`src/rtl/cpu_run_ctrl_if.sv`:
```
// Control/status bundle between a run controller and whatever sequences it.
//   master : start, mode, step, halt_in, abort (drives)
//            cpu_rst, cpu_ce, cycle_count, busy, done, halted, timed_out, aborted (observes)
//   slave  : the cpu_run_ctrl side, mirror image of master
interface cpu_run_ctrl_if #(
  parameter int unsigned CNT_W = 32
) ();

  logic             start;
  logic [1:0]       mode;
  logic             step;
  logic             halt_in;
  logic             abort;

  logic             cpu_rst;
  logic             cpu_ce;
  logic [CNT_W-1:0] cycle_count;
  logic             busy;
  logic             done;
  logic             halted;
  logic             timed_out;
  logic             aborted;

  modport master (
    output start, mode, step, halt_in, abort,
    input  cpu_rst, cpu_ce, cycle_count, busy, done, halted, timed_out, aborted
  );

  modport slave (
    input  start, mode, step, halt_in, abort,
    output cpu_rst, cpu_ce, cycle_count, busy, done, halted, timed_out, aborted
  );

endinterface

```
`src/rtl/cpu_run_ctrl.sv`:
```
// Run controller for cpu_top: holds the CPU in reset for RESET_CYCLES after
// each start, then runs it free, bounded, single-stepped or until halt, and
// reports the enabled-cycle count and why the run ended.
//   clk  : single rising-edge clock
//   rst  : synchronous active-low reset
//   bus  : cpu_run_ctrl_if.slave
//          in  start, mode[1:0], step, halt_in, abort
//          out cpu_rst, cpu_ce, cycle_count[CNT_W-1:0], busy, done,
//              halted, timed_out, aborted
module cpu_run_ctrl #(
  parameter int unsigned RESET_CYCLES = 2,
  parameter int unsigned MAX_CYCLES   = 20,
  parameter int unsigned CNT_W        = 32
) (
  input  logic          clk,
  input  logic          rst,
  cpu_run_ctrl_if.slave bus
);

  localparam int unsigned HOLD_W = $clog2(RESET_CYCLES + 1);

  localparam logic [1:0] MODE_FREE = 2'b00;
  localparam logic [1:0] MODE_STEP = 2'b01;
  localparam logic [1:0] MODE_HALT = 2'b10;

  localparam logic [CNT_W-1:0]  CNT_SAT   = '1;
  localparam logic [CNT_W-1:0]  CNT_LIMIT = CNT_W'(MAX_CYCLES);
  localparam logic [HOLD_W-1:0] HOLD_INIT = HOLD_W'(RESET_CYCLES);
  localparam logic [HOLD_W-1:0] HOLD_ONE  = HOLD_W'(1);

  typedef enum logic [2:0] {
    IDLE       = 3'd0,
    RESET_HOLD = 3'd1,
    RUN        = 3'd2,
    STEP_WAIT  = 3'd3,
    STEP_EXEC  = 3'd4,
    DONE       = 3'd5
  } state_t;

  state_t            state, state_nxt;
  logic [1:0]        mode_q, mode_nxt;
  logic [HOLD_W-1:0] hold_q, hold_nxt;
  logic [CNT_W-1:0]  cnt_q, cnt_nxt;
  logic              halted_q, halted_nxt;
  logic              timed_out_q, timed_out_nxt;
  logic              aborted_q, aborted_nxt;

  logic              cpu_rst_q;
  logic              cpu_ce_q;
  logic              busy_q;
  logic              done_q;

  logic [CNT_W-1:0]  cnt_inc;
  logic              limit_hit;

  // Saturating increment; only mode 10 can actually reach saturation.
  assign cnt_inc   = (cnt_q == CNT_SAT) ? cnt_q : cnt_q + CNT_W'(1);
  assign limit_hit = (mode_q != MODE_HALT) && (cnt_inc == CNT_LIMIT);

  // Next-state and datapath updates.
  always_comb begin
    state_nxt     = state;
    mode_nxt      = mode_q;
    hold_nxt      = hold_q;
    cnt_nxt       = cnt_q;
    halted_nxt    = halted_q;
    timed_out_nxt = timed_out_q;
    aborted_nxt   = aborted_q;

    unique case (state)
      IDLE, DONE: begin
        if (bus.start) begin
          state_nxt     = RESET_HOLD;
          mode_nxt      = (bus.mode == 2'b11) ? MODE_FREE : bus.mode;
          hold_nxt      = HOLD_INIT;
          cnt_nxt       = '0;
          halted_nxt    = 1'b0;
          timed_out_nxt = 1'b0;
          aborted_nxt   = 1'b0;
        end
      end

      RESET_HOLD: begin
        // hold_q counts remaining reset cycles including the current one.
        if (hold_q <= HOLD_ONE) begin
          state_nxt = (mode_q == MODE_STEP) ? STEP_WAIT : RUN;
        end else begin
          hold_nxt = hold_q - HOLD_ONE;
        end
      end

      RUN, STEP_EXEC: begin
        // Enabled cycle: counted even when it is the terminating one.
        cnt_nxt = cnt_inc;
        if (bus.abort) begin
          state_nxt   = DONE;
          aborted_nxt = 1'b1;
        end else if (bus.halt_in) begin
          state_nxt  = DONE;
          halted_nxt = 1'b1;
        end else if (limit_hit) begin
          state_nxt     = DONE;
          timed_out_nxt = 1'b1;
        end else if (state == STEP_EXEC) begin
          state_nxt = STEP_WAIT;
        end
      end

      STEP_WAIT: begin
        if (bus.abort) begin
          state_nxt   = DONE;
          aborted_nxt = 1'b1;
        end else if (bus.step) begin
          state_nxt = STEP_EXEC;
        end
      end

      default: state_nxt = IDLE;
    endcase
  end

  // State register; output flops are decoded from the next state so they
  // always equal a pure decode of the registered state.
  always_ff @(posedge clk) begin
    if (!rst) begin
      state       <= IDLE;
      mode_q      <= MODE_FREE;
      hold_q      <= '0;
      cnt_q       <= '0;
      halted_q    <= 1'b0;
      timed_out_q <= 1'b0;
      aborted_q   <= 1'b0;
      cpu_rst_q   <= 1'b1;
      cpu_ce_q    <= 1'b0;
      busy_q      <= 1'b0;
      done_q      <= 1'b0;
    end else begin
      state       <= state_nxt;
      mode_q      <= mode_nxt;
      hold_q      <= hold_nxt;
      cnt_q       <= cnt_nxt;
      halted_q    <= halted_nxt;
      timed_out_q <= timed_out_nxt;
      aborted_q   <= aborted_nxt;
      cpu_rst_q   <= (state_nxt == IDLE) || (state_nxt == RESET_HOLD);
      cpu_ce_q    <= (state_nxt == RUN)  || (state_nxt == STEP_EXEC);
      busy_q      <= (state_nxt != IDLE) && (state_nxt != DONE);
      done_q      <= (state_nxt == DONE);
    end
  end

  assign bus.cpu_rst     = cpu_rst_q;
  assign bus.cpu_ce      = cpu_ce_q;
  assign bus.cycle_count = cnt_q;
  assign bus.busy        = busy_q;
  assign bus.done        = done_q;
  assign bus.halted      = halted_q;
  assign bus.timed_out   = timed_out_q;
  assign bus.aborted     = aborted_q;

endmodule

```
`src/flat_wrapper.sv`:
```
// flat-port wrapper written by rule: the top's interface ports become plain ports
module cpu_run_ctrl_flat 
#(
  parameter int unsigned RESET_CYCLES = 2,
  parameter int unsigned MAX_CYCLES   = 20,
  parameter int unsigned CNT_W        = 32
)
  (clk, rst, bus_start, bus_mode, bus_step, bus_halt_in, bus_abort, bus_cpu_rst, bus_cpu_ce, bus_cycle_count, bus_busy, bus_done, bus_halted, bus_timed_out, bus_aborted);
  cpu_run_ctrl_if #(.CNT_W(CNT_W)) bus_i ();
  input  logic clk;
  input  logic rst;
  input wire logic [$bits(bus_i.start)-1:0] bus_start;
  input wire logic [$bits(bus_i.mode)-1:0] bus_mode;
  input wire logic [$bits(bus_i.step)-1:0] bus_step;
  input wire logic [$bits(bus_i.halt_in)-1:0] bus_halt_in;
  input wire logic [$bits(bus_i.abort)-1:0] bus_abort;
  output wire logic [$bits(bus_i.cpu_rst)-1:0] bus_cpu_rst;
  output wire logic [$bits(bus_i.cpu_ce)-1:0] bus_cpu_ce;
  output wire logic [$bits(bus_i.cycle_count)-1:0] bus_cycle_count;
  output wire logic [$bits(bus_i.busy)-1:0] bus_busy;
  output wire logic [$bits(bus_i.done)-1:0] bus_done;
  output wire logic [$bits(bus_i.halted)-1:0] bus_halted;
  output wire logic [$bits(bus_i.timed_out)-1:0] bus_timed_out;
  output wire logic [$bits(bus_i.aborted)-1:0] bus_aborted;
  assign bus_i.start = bus_start;
  assign bus_i.mode = bus_mode;
  assign bus_i.step = bus_step;
  assign bus_i.halt_in = bus_halt_in;
  assign bus_i.abort = bus_abort;
  assign bus_cpu_rst = bus_i.cpu_rst;
  assign bus_cpu_ce = bus_i.cpu_ce;
  assign bus_cycle_count = bus_i.cycle_count;
  assign bus_busy = bus_i.busy;
  assign bus_done = bus_i.done;
  assign bus_halted = bus_i.halted;
  assign bus_timed_out = bus_i.timed_out;
  assign bus_aborted = bus_i.aborted;
  cpu_run_ctrl #(.RESET_CYCLES(RESET_CYCLES), .MAX_CYCLES(MAX_CYCLES), .CNT_W(CNT_W)) u_core (.clk(clk), .rst(rst), .bus(bus_i));
endmodule
```
`config.mk`:
```
export PLATFORM = sky130hd
export DESIGN_NAME = cpu_run_ctrl_flat
export DESIGN_NICKNAME = d
export VERILOG_FILES = /design/src/rtl/cpu_run_ctrl_if.sv /design/src/rtl/cpu_run_ctrl.sv /design/src/flat_wrapper.sv
export SDC_FILE = /design/constraint.sdc
export NUM_CORES = 1
export LEC_CHECK = 0
export BUFFER_PORTS_ARGS = -buffer_cell sky130_fd_sc_hd__clkbuf_2
export CORE_UTILIZATION = 50
export DETAILED_ROUTE_END_ITERATION = 12
export GPL_TIMING_DRIVEN = 0
export HOLD_SLACK_MARGIN = 0.15
export PLACE_DENSITY = 0.72
export SETUP_SLACK_MARGIN = 0.5
export SYNTH_ARGS = -nofsm -noshare
export SYNTH_HDL_FRONTEND = slang
export SYNTH_SLANG_ARGS = --single-unit
```
`constraint.sdc`:
```
create_clock -name clk -period 5.9 [get_ports clk]
set_clock_uncertainty 0.05 [all_clocks]
set_input_delay 0.885 -clock clk [delete_from_list [all_inputs] [get_ports clk]]
set_output_delay 0.885 -clock clk [all_outputs]
set_load 0.01 [all_outputs]
```
-- Word-level counts from Yosys, hierarchy flattened
Cells that the tools add are included.
- register bits: 46
- input bits: 8
- logic and storage cells: 82
- add/subtract/negate cells: 2
- order comparisons: 1
- eq/ne operators: 22
- muxes and demuxes: 27
- reduce and logical (&&, ||, !) cells: 19
- operator list (cell ; count):
    32-bit 2-to-1 mux ; 2
    32-bit one-hot mux with 2 select lines ; 1
    32-bit by 1-bit adder with 32-bit output, second input constant ; 1
    32-bit == test, second input constant ; 1
    32-bit by 5-bit == test with 1-bit output, second input constant ; 1
    3-bit 2-to-1 mux ; 8
    3-bit == test, second input constant ; 4
    2-bit != test, second input constant ; 6
    3-bit one-hot mux with 4 select lines ; 1
    3-bit by 2-bit == test with 1-bit output, second input constant ; 3
    1-bit 2-to-1 mux ; 8
    3-bit by 1-bit == test with 1-bit output, second input constant ; 2
    3-bit logical NOT ; 2
    2-bit 2-to-1 mux ; 3
    1-bit one-hot mux with 2 select lines ; 3
    3-bit AND reduction ; 2
    2-bit nonzero test ; 3
    5-bit AND reduction ; 1
    2-bit by 1-bit != test with 1-bit output, second input constant ; 2
    2-bit one-hot mux with 2 select lines ; 1
    2-bit AND reduction ; 2
    4-bit AND reduction ; 1
    2-bit OR reduction ; 2
    3-bit != test, second input constant ; 1
    8 further kinds ; 10

-- Logic depth before layout (Yosys ltp)
Gate-level depths: netlist (run 1).
- depth after elaboration: 10
- mapped depth: 11
- depth with buffers taken out: 10

-- Least setup slack after synthesis (run 1)
No wires, ideal clock.
- kind: flip-flop to flip-flop
- start point: register u_core.cnt_q[0], in the netlist u_core.bus.cycle_count[0]
- end point: register u_core.busy_q, in the netlist u_core.bus.busy
- arrival time: 2.732 ns
- slack: 2.995 ns
- stages on the path, launching flop included: 10
- buffers on the path: 0
- path through: dfxtp_1 > ha_1 > nand4_1 > nor4_2 > o211ai_2 > nor3_1 > mux2i_1 > or4bb_1 > nor4_2 > nor2_1
- word-level cells in the longest chain between the ends: 10
- elaborated cells on any way between the ends: 12
- classes of those cells: add/sub (1); eq/ne (3); mux (5); reduce/logical (3)
- ends and longest elaborated chain (what ; line ; text):
    start: declaration ; cpu_run_ctrl.sv:43 ; logic [CNT_W-1:0] cnt_q, cnt_nxt;
    start signal: assignment ; cpu_run_ctrl.sv:141 ; cnt_q <= cnt_nxt;
    32-bit by 1-bit adder with 32-bit output or 32-bit == test (tied branches) ; cpu_run_ctrl.sv:57 ; assign cnt_inc = (cnt_q == CNT_SAT) ? cnt_q : cnt_q + CNT_W'(1);
    32-bit 2-to-1 mux (*) ; cpu_run_ctrl.sv:57 ;
    32-bit by 5-bit == test with 1-bit output (*) ; cpu_run_ctrl.sv:58 ; assign limit_hit = (mode_q != MODE_HALT) && (cnt_inc == CNT_LIMIT);
    1-bit logical AND (*) ; cpu_run_ctrl.sv:58 ;
    3-bit 2-to-1 mux (*) ; cpu_run_ctrl.sv:101 ; end else if (limit_hit) begin
    3-bit 2-to-1 mux (*) ; cpu_run_ctrl.sv:98 ; end else if (bus.halt_in) begin
    3-bit 2-to-1 mux (*) ; cpu_run_ctrl.sv:95 ; if (bus.abort) begin
    3-bit one-hot mux with 4 select lines (*) ; cpu_run_ctrl.sv:70 ; unique case (state)
    3-bit != test or 3-bit nonzero test (tied branches) ; cpu_run_ctrl.sv:147 ; busy_q <= (state_nxt != IDLE) && (state_nxt != DONE);
    1-bit logical AND (*) ; cpu_run_ctrl.sv:147 ;
    end signal: assignment ; cpu_run_ctrl.sv:147 ;
    end: declaration ; cpu_run_ctrl.sv:50 ; logic busy_q;
Mark *: on every way between the ends. The rest lies on a longest branch, timed or not.
A chain may end at the register's enable or synchronous reset.

-- Final worst setup path (run 1)
- start point: register u_core.cnt_q[0], in the netlist u_core.bus.cycle_count[0]
- end point: register u_core.cpu_ce_q, in the netlist u_core.bus.cpu_ce
- word-level cells in the longest chain between the ends: 10
- elaborated cells on any way between the ends: 12
- classes of those cells: add/sub (1); eq/ne (4); mux (5); reduce/logical (2)
- ends and longest elaborated chain (what ; line ; text):
    32-bit by 1-bit adder with 32-bit output or 32-bit == test (tied branches) ; cpu_run_ctrl.sv:57 ;
    32-bit 2-to-1 mux (*) ; cpu_run_ctrl.sv:57 ;
    32-bit by 5-bit == test with 1-bit output (*) ; cpu_run_ctrl.sv:58 ;
    1-bit logical AND (*) ; cpu_run_ctrl.sv:58 ;
    3-bit 2-to-1 mux (*) ; cpu_run_ctrl.sv:101 ;
    3-bit 2-to-1 mux (*) ; cpu_run_ctrl.sv:98 ;
    3-bit 2-to-1 mux (*) ; cpu_run_ctrl.sv:95 ;
    3-bit one-hot mux with 4 select lines (*) ; cpu_run_ctrl.sv:70 ;
    3-bit by 2-bit == test with 1-bit output or 3-bit == test (tied branches) ; cpu_run_ctrl.sv:146 ; cpu_ce_q <= (state_nxt == RUN) || (state_nxt == STEP_EXEC);
    1-bit logical OR (*) ; cpu_run_ctrl.sv:146 ;
    end signal: assignment ; cpu_run_ctrl.sv:146 ;
    end: declaration ; cpu_run_ctrl.sv:49 ; logic cpu_ce_q;
Marks and branches as above.

==> results by group, run 1 <==
Power
  • P_int: 0.470 mW
  • Sequential cell fraction of total power: 0.438
  • Clk network pwr share: 0.269
  • Combinational Power Share: 0.293
  • Worst VDD drop: 0.159 mV
  • Pleak: 1.45 nW
  • Psw: 0.295 mW
  • Switching Fraction: 0.386
  • Pwr per Cell Area: 208 nW/µm²
  • Total Power: 0.765 mW

Clock tree
  • Number of clock sinks: 46
  • Clk_lat worst skew: 0.31 ns
  • CTS max path bufs: 2
  • CTS clk-pin slew, worst paths: 0.10 ns
  • CTS H-tree depth: 2
  • CTS root buf: clkbuf_8
  • CTS tree: built
  • Post_cts resized: 0
  • Postcts setup bufs: 0
  • Post-CTS Hold Buffers: 0
  • Num CTS Buffers: 5

Routing
  • Met2 wire length: 4.90 mm
  • DR vias: 3697
  • Antenna viol nets, final: 0
  • Via density: 6.47
  • DR top layer: met4
  • DRC Markers: 0
  • Pre-antenna DRT Iters: 5
  • 1st-iter DRT viols: 348
  • Final WL: 11.2 mm
  • WL per Instance: 19.6 µm
  • Metal1 wirelength: 4.98 mm
  • Routed wl met3: 916 µm

Synthesis
  • Post-synth EDFFs: 0
  • Multiplexer area fraction after synthesis: 0.0219
  • Yosys top cell area share: 0.282
  • Synth Flop Type: dfxtp_1
  • Xor and xnor area share after synthesis: 0.0403
  • Post-Synth Simple-Gate Area: 0.347
  • Fraction of synthesis flops using an asynchronous set or reset pin: 0
  • Yosys warns: 0
  • Syn avg cell area: 7.39 µm²
  • Top cell type by total area after synthesis: dfxtp_1
  • Mapped cell area: 3260 µm²
  • Yosys cell types: 65
  • Synth area leaders: dfxtp_1 (28%), a21oi_1 (5.8%), nor2_1 (5.2%)
  • Sequential fraction of the synthesis area: 0.282
  • Mapped Nets: 451
  • Post-synthesis adder-cell area fraction: 0.00767
  • Cell count after synthesis: 441
  • Yosys reg bits: 46
  • Largest family of logic cells by synthesized area: simple AND/OR/NAND/NOR gates
  • Complex-gate fraction of the synthesized area: 0.239

Outcome
  • Outcome: completed

Finish
  • Diodes inserted: 0
  • Finished Cell Area: 3670 µm²
  • Multi-input logic area: 2140 µm²
  • Layout cells sized above 1: 0.170
  • Sequential standard cell area: 921 µm²
  • Non-Filler Instances: 571
  • FILL cells: 640
  • Final net count: 503
  • Area grow syn2layout: 12.7%

Global route
  • Global-route wire length before repair: 17.3 mm
  • Pin count of the biggest net entering global routing: 17
  • Global Route Usage Sum: 0.341
  • Vias in the first global route: 3267
  • Antenna violations before repair: 0
  • Total grt overflow: 0

Min path
  • Worst Hold Class: flop to flop

Timing
  • RSZ-0062 raised after global routing: false
  • Fmax achieved: 281 MHz
  • Fin crit period: 3.56 ns
  • Final hold vios: 0
  • Pins Over Slew Limit: 0
  • Period utilization: 0.603
  • Worst Tran Pin Value: 0.857 ns
  • Final setup TNS: 0 ns
  • Final Setup Violations: 0
  • Max-slew headroom: 0.426
  • Worst hold slack: 0.401 ns

Worst setup path
  • Crit Path Class: flop to flop
  • Worst setup startpoint: u_core.bus.cycle_count[0]
  • Startpoint Class: flop
  • Reg2reg start: u_core.bus.cycle_count[0]
  • Crit path max fanout: 9
  • CP Capture Type: flop
  • Slowest stage delay, CP: 0.49 ns
  • Critical Path AT: 3.71 ns
  • R2R Setup Slk: 2.34 ns
  • Worst setup path end: u_core.bus.cpu_ce
  • Highest-delay cell along the critical path: dfxtp_1
  • Most common cell on crit path: nor4_2
  • CP cell instances: ha_1 > nand4_1 > nor4_2 > o211ai_2 > nor3_1 > mux2i_1 > or4bb_1 > nor4_2 > nor2_1
  • R2r endpoint: u_core.bus.cpu_ce
  • Required time of the critical path: 6.05 ns
  • R2R depth: 9

Placed design
  • Post-detail-place hpwl: 7.91 mm
  • Post-Place Cell Area: 3580 µm²
  • GP Congestion: 0.988
  • Port buffer count: 45
  • Placed Cells: 563

Floorplan
  • Initial core utilization: 0.516
  • Die span in x: 82.8 µm
  • DIE HEIGHT: 82.8 µm
  • Die ar.: 6850 µm²
  • Core area: 6310 µm²
  • Row cnt: 29
  • # IOs: 47

Flow run
  • Max cap viols: 0
power groups by stage:
stage	Clock (mW)	Combinational (mW)	Sequential, mW
2_1_floorplan	0	0.134	0.345
3_3_place_gp	0	0.213	0.342
3_5_place_dp	0	0.214	0.342
4_1_cts	0.213	0.215	0.335
5_1_grt	0.222	0.243	0.337
6_report	0.206	0.224	0.335
cells by family (layout without fill, tap and decap cells):
family,Yosys count,count (layout)
AND/OR/NAND/NOR,207,207
AO/OA/AOI/OAI,117,117
adder cells (fa/ha/maj),2,2
multiplexers,7,7
flip-flops,46,46
buffers and inverters,47,100
XOR/XNOR,15,15
flip-flops by register name, summed over array words and instances, names as in the netlist:
register and flops:
u_core.bus.aborted 1, u_core.bus.cpu_ce 1, u_core.bus.cpu_rst 1, u_core.bus.timed_out 1, u_core.bus.halted 1, u_core.bus.done 1
u_core.state 3, u_core.mode_q 2, u_core.bus.busy 1, u_core.hold_q 2, u_core.bus.cycle_count 32
cells in the final DEF, fill, tap and decap left out, types with 7 or more instances in the layout:
cell      count
clkbuf_2     47
dfxtp_1      46
nor2_1       45
nand2_1      43
a21oi_1      38
o21ai_0      24
nand4_1      23
clkbuf_1     19
nand3_1      18
nor3_1       15
buf_2        13
and3_1       13
xnor2_1      10
and4_1        9
inv_1         8
a311oi_1      7
layout make-up:
cell class                      instances  area share
Multi-Input combinational cell        348       0.582
Sequential cell                        46       0.251
Timing Repair Buffer                   45      0.0613
Buffer                                 38      0.0460
Tap cell                               77      0.0262
Clock buffer                            5      0.0187
Inverter                                9     0.00919
Clock inverter                          3     0.00647
routing by layer:
metal,global-route usage,up-vias
met1,0.466,1731
met2,0.520,184
met5,0,-
li1,-,1751
met4,0.131,0
met3,0.0703,31
per-stage QoR:
| step | worst slack, ns | utilization |
|---|---|---|
| 3_5_place_dp | 2.39 | 0.567 |
| 2_1_floorplan | 2.99 | - |
| 4_1_cts | 2.37 | 0.582 |
| 5_1_grt | 2.17 | 0.582 |
| 6_report | 2.34 | 0.582 |
| 3_3_place_gp | 2.44 | 0.567 |
cells in the mapped netlist (2+ instances only):
| cell | count |
|---|---|
| dfxtp_1 | 46 |
| nor2_1 | 45 |
| nand2_1 | 43 |
| a21oi_1 | 38 |
| o21ai_0 | 24 |
| nand4_1 | 23 |
| clkbuf_1 | 19 |
| nand3_1 | 18 |
| nor3_1 | 15 |
| and3_1 | 13 |
| buf_2 | 13 |
| xnor2_1 | 10 |
| and4_1 | 9 |
| inv_1 | 8 |
| a311oi_1 | 7 |
| a211oi_1 | 6 |
| and2_1 | 6 |
| mux2i_1 | 6 |
| nor4_1 | 5 |
| xor2_1 | 5 |
| a22oi_1 | 4 |
| a31oi_1 | 4 |
| nand2b_1 | 4 |
| o211a_1 | 4 |
| a41oi_1 | 3 |
| nand3b_1 | 3 |
| nor3b_1 | 3 |
| o2111a_1 | 3 |
| o2111ai_1 | 3 |
| or3_1 | 3 |
| a21boi_0 | 2 |
| a21o_1 | 2 |
| buf_1 | 2 |
| buf_4 | 2 |
| clkbuf_2 | 2 |
| ha_1 | 2 |
| nand4_2 | 2 |
| nor2b_1 | 2 |
| nor4_2 | 2 |
| o211ai_1 | 2 |
| o22ai_1 | 2 |
| or2_2 | 2 |
| or4_1 | 2 |
how the worst min path moves through the flow:
stage / from / to / slack (ns) / depth (start not counted)
2_1_floorplan: u_core.mode_q[0] / u_core.mode_q[0] / 0.41 / 2
3_3_place_gp: u_core.bus.timed_out / u_core.bus.timed_out / 0.40 / 2
3_5_place_dp: u_core.bus.timed_out / u_core.bus.timed_out / 0.39 / 2
4_1_cts: u_core.bus.timed_out / u_core.bus.timed_out / 0.40 / 2
5_1_grt: u_core.bus.timed_out / u_core.bus.timed_out / 0.42 / 2
6_report: u_core.bus.timed_out / u_core.bus.timed_out / 0.40 / 2
worst max-delay path, delay by kind of cell (launching register included):
family          cells  cell delay [ns]
simple gates        6             1.99
flops               1             0.49
fa+ha+maj           1             0.34
mux                 1             0.34
compound gates      1             0.24
Power figures use the tool's default switching activity.
==> inputs of run 2 (changes only) <==
PLACE_DENSITY = 0.75   (was 0.72)
clock period = 3.2 ns   (was 5.9 ns; I/O delays follow)
==> run 2 against run 1 <==
  * Hold slack improved by 0.012 ns
  * Clock power increased by 85%
  * Core utilization up 8.8 points
  * Via count up 7.4%
  * First-iteration DRC count is 8.3% lower
  * Routed wire length is 6.4% higher
  * Die area unchanged
  * Final cell count is 5.1% higher
  * Critical path depth grew 1
  * Largest power group unchanged
  * Register-to-register slack got worse by 2.0 ns
  * Non-clock buffer count increased by 29
  * Power rose by 87%
==> results by group, run 2 (same netlist as run 1, synthesis figures left out) <==
Global route
  • Vias in the first global route: 3365 (was 3267)
  • Global-route wire length before repair: 17.5 mm (was 17.3 mm)
  • Total grt overflow: 0 (unchanged)
  • Global Route Usage Sum: 0.346 (was 0.341)
  • Pin count of the biggest net entering global routing: 15 (was 17)
  • Antenna violations before repair: 0 (unchanged)

Flow run
  • Max cap viols: 0 (unchanged)

Finish
  • Fin util: 0.670 (was 0.582)
  • Most frequent cells in the layout: clkbuf_2 (56), nor2_1 (42), nand2_1 (41) (was clkbuf_2 (47), dfxtp_1 (46), nor2_1 (45))
  • Most common cell after layout, fill and taps aside: clkbuf_2 (unchanged)
  • Max reg flops: 32 (unchanged)
  • Area grow syn2layout: 29.8% (was 12.7%)
  • Non-Filler Instances: 600 (was 571)
  • Final net count: 532 (was 503)
  • Diodes inserted: 0 (unchanged)
  • Layout cells sized above 1: 0.338 (was 0.170)
  • FILL cells: 570 (was 640)
  • Finished Cell Area: 4230 µm² (was 3670 µm²)

Clock tree
  • Clk_lat worst skew: 0.31 ns (about the same)
  • Post-CTS Hold Buffers: 0 (unchanged)
  • CTS max path bufs: 2 (unchanged)
  • CTS tree: built (unchanged)
  • CTS root buf: clkbuf_8 (unchanged)
  • Number of clock sinks: 46 (unchanged)
  • Num CTS Buffers: 5 (unchanged)
  • CTS clk-pin slew, worst paths: 0.10 ns (about the same)
  • CTS H-tree depth: 2 (unchanged)

Worst setup path
  • R2R Setup Slk: 0.39 ns (was 2.34 ns)
  • Required time of the critical path: 3.35 ns (was 6.05 ns)
  • CP cell instances: and4_1 > buf_2 > and4_4 > buf_8 > o211ai_1 > nor3_2 > xor2_1 > or4_4 > nor4_4 > nor2_1 (was ha_1 > nand4_1 > nor4_2 > o211ai_2 > nor3_1 > mux2i_1 > or4bb_1 > nor4_2 > nor2_1)
  • Crit path max fanout: 10 (was 9)
  • Slowest stage delay, CP: 0.54 ns (was 0.49 ns)
  • CP Capture Type: flop (unchanged)
  • Crit Path Class: flop to flop (unchanged)
  • Critical Path AT: 2.97 ns (was 3.71 ns)
  • Highest-delay cell along the critical path: or4_4 (was dfxtp_1)
  • Startpoint Class: flop (unchanged)

Routing
  • Via density: 6.62 (was 6.47)
  • DR vias: 3970 (was 3697)
  • 1st-iter DRT viols: 319 (was 348)
  • Final WL: 11.9 mm (was 11.2 mm)
  • Antenna viol nets, final: 0 (unchanged)
  • DRC Markers: 0 (unchanged)
  • Pre-antenna DRT Iters: 5 (unchanged)
  • WL per Instance: 19.8 µm (was 19.6 µm)

Floorplan
  • DIE HEIGHT: 82.8 µm (unchanged)
  • # IOs: 47 (unchanged)
  • Initial core utilization: 0.516 (unchanged)
  • Die span in x: 82.8 µm (unchanged)
  • Core area: 6310 µm² (unchanged)
  • Row cnt: 29 (unchanged)
  • Die ar.: 6850 µm² (unchanged)

Placed design
  • Port buffer count: 45 (unchanged)
  • Post-Place Cell Area: 3600 µm² (was 3580 µm²)
  • Post-detail-place hpwl: 7.96 mm (was 7.91 mm)
  • GP Congestion: 0.984 (was 0.988)
  • Placed Cells: 563 (unchanged)

Power
  • Pwr per Cell Area: 338 nW/µm² (was 208 nW/µm²)
  • Switching Fraction: 0.386 (about the same)
  • Clk network pwr share: 0.266 (was 0.269)
  • Sequential cell fraction of total power: 0.427 (was 0.438)
  • Total Power: 1.43 mW (was 0.765 mW)
  • Combinational Power Share: 0.307 (was 0.293)
  • P_int: 0.879 mW (was 0.470 mW)
  • Pleak: 1.71 nW (was 1.45 nW)
  • Psw: 0.553 mW (was 0.295 mW)
  • Worst VDD drop: 0.299 mV (was 0.159 mV)

Timing
  • Final setup TNS: 0 ns (unchanged)
  • Final hold vios: 0 (unchanged)
  • Fmax achieved: 356 MHz (was 281 MHz)
  • Pins Over Slew Limit: 0 (unchanged)
  • Fin crit period: 2.81 ns (was 3.56 ns)
  • Max-slew headroom: 0.497 (was 0.426)
  • Worst Tran Pin Value: 0.755 ns (was 0.857 ns)
  • RSZ-0062 raised after global routing: true (was false)
  • Period utilization: 0.879 (was 0.603)
  • Final Setup Violations: 0 (unchanged)

Outcome
  • Outcome: completed (unchanged)

Min path
  • Worst Hold Class: flop to flop (unchanged)
-- run 2: cell types whose count changed in the layout (fill, tap and decap cells not counted), moves of 10 or more --
cell | before | now
buf_4 | 2 | 31
dfxtp_1 | 46 | 26
buf_2 | 13 | 1
dfxtp_2 | 0 | 14
buf_6 | 0 | 10
-- run 2: cell type report --
| type | instances | area [µm²] | share of cell area |
|---|---|---|---|
| inverter | 9 | 33.8 | 0.00798 |
| timing repair buffer | 74 | 443 | 0.105 |
| sequential | 46 | 961 | 0.227 |
| buffer | 38 | 269 | 0.0636 |
| clock buffer | 6 | 72.6 | 0.0171 |
| multi-input combinational | 348 | 2340 | 0.554 |
| clock inverter | 2 | 13.8 | 0.00325 |
| tap | 77 | 96.3 | 0.0228 |
-- run 2: repair_timing --
item	4_1_cts	5_1_grt
gates resized for setup	55	55
buffers inserted	16	13
pin swaps	14	17
setup endpoints to repair	14	34
cloned	0	0
-- run 2: stage by stage --
stage / setup WS, ns / hold slack [ns]
after CTS: 0.408 / 0.415
after detailed placement: 0.0563 / 0.401
after global routing: 0.313 / 0.431
final: 0.388 / 0.413
after global placement: 0.0685 / 0.396
after floorplan: 0.511 / 0.407
-- run 2: metal layers --
layer / GRT usage / part of all wire / routed length, µm
met3: 0.0681 / 0.082 / 976
met4: 0.169 / 0.051 / 605
met1: 0.442 / 0.41 / 4910
met2: 0.553 / 0.45 / 5380
met5: 0 / 0 / 0
-- run 2: worst paths after layout --
path                                   start                    to  cells after the start
hold reg to reg         u_core.bus.timed_out  u_core.bus.timed_out                      2
setup / recovery  u_core.bus.cycle_count[17]     u_core.bus.cpu_ce                     10
setup reg to reg  u_core.bus.cycle_count[17]     u_core.bus.cpu_ce                     10
hold / removal          u_core.bus.timed_out  u_core.bus.timed_out                      2
-- run 2: critical path: cells and delay by family (launching register included) --
family	cells	cell delay (ns)
AOI/OAI and AO/OA	1	0.11
xor gates and xnor gates	1	0.14
buffers and inverters	2	0.30
DFF	1	0.43
and+or+nand+nor	6	1.66
-- run 2: power groups by stage --
stage | sequential, mW | clock (mW) | combinational (mW)
final | 0.612 | 0.381 | 0.440
after global routing | 0.616 | 0.402 | 0.469
after CTS | 0.615 | 0.379 | 0.406
after detailed placement | 0.634 | 0 | 0.393
after global placement | 0.633 | 0 | 0.386
after floorplan | 0.638 | 0 | 0.248
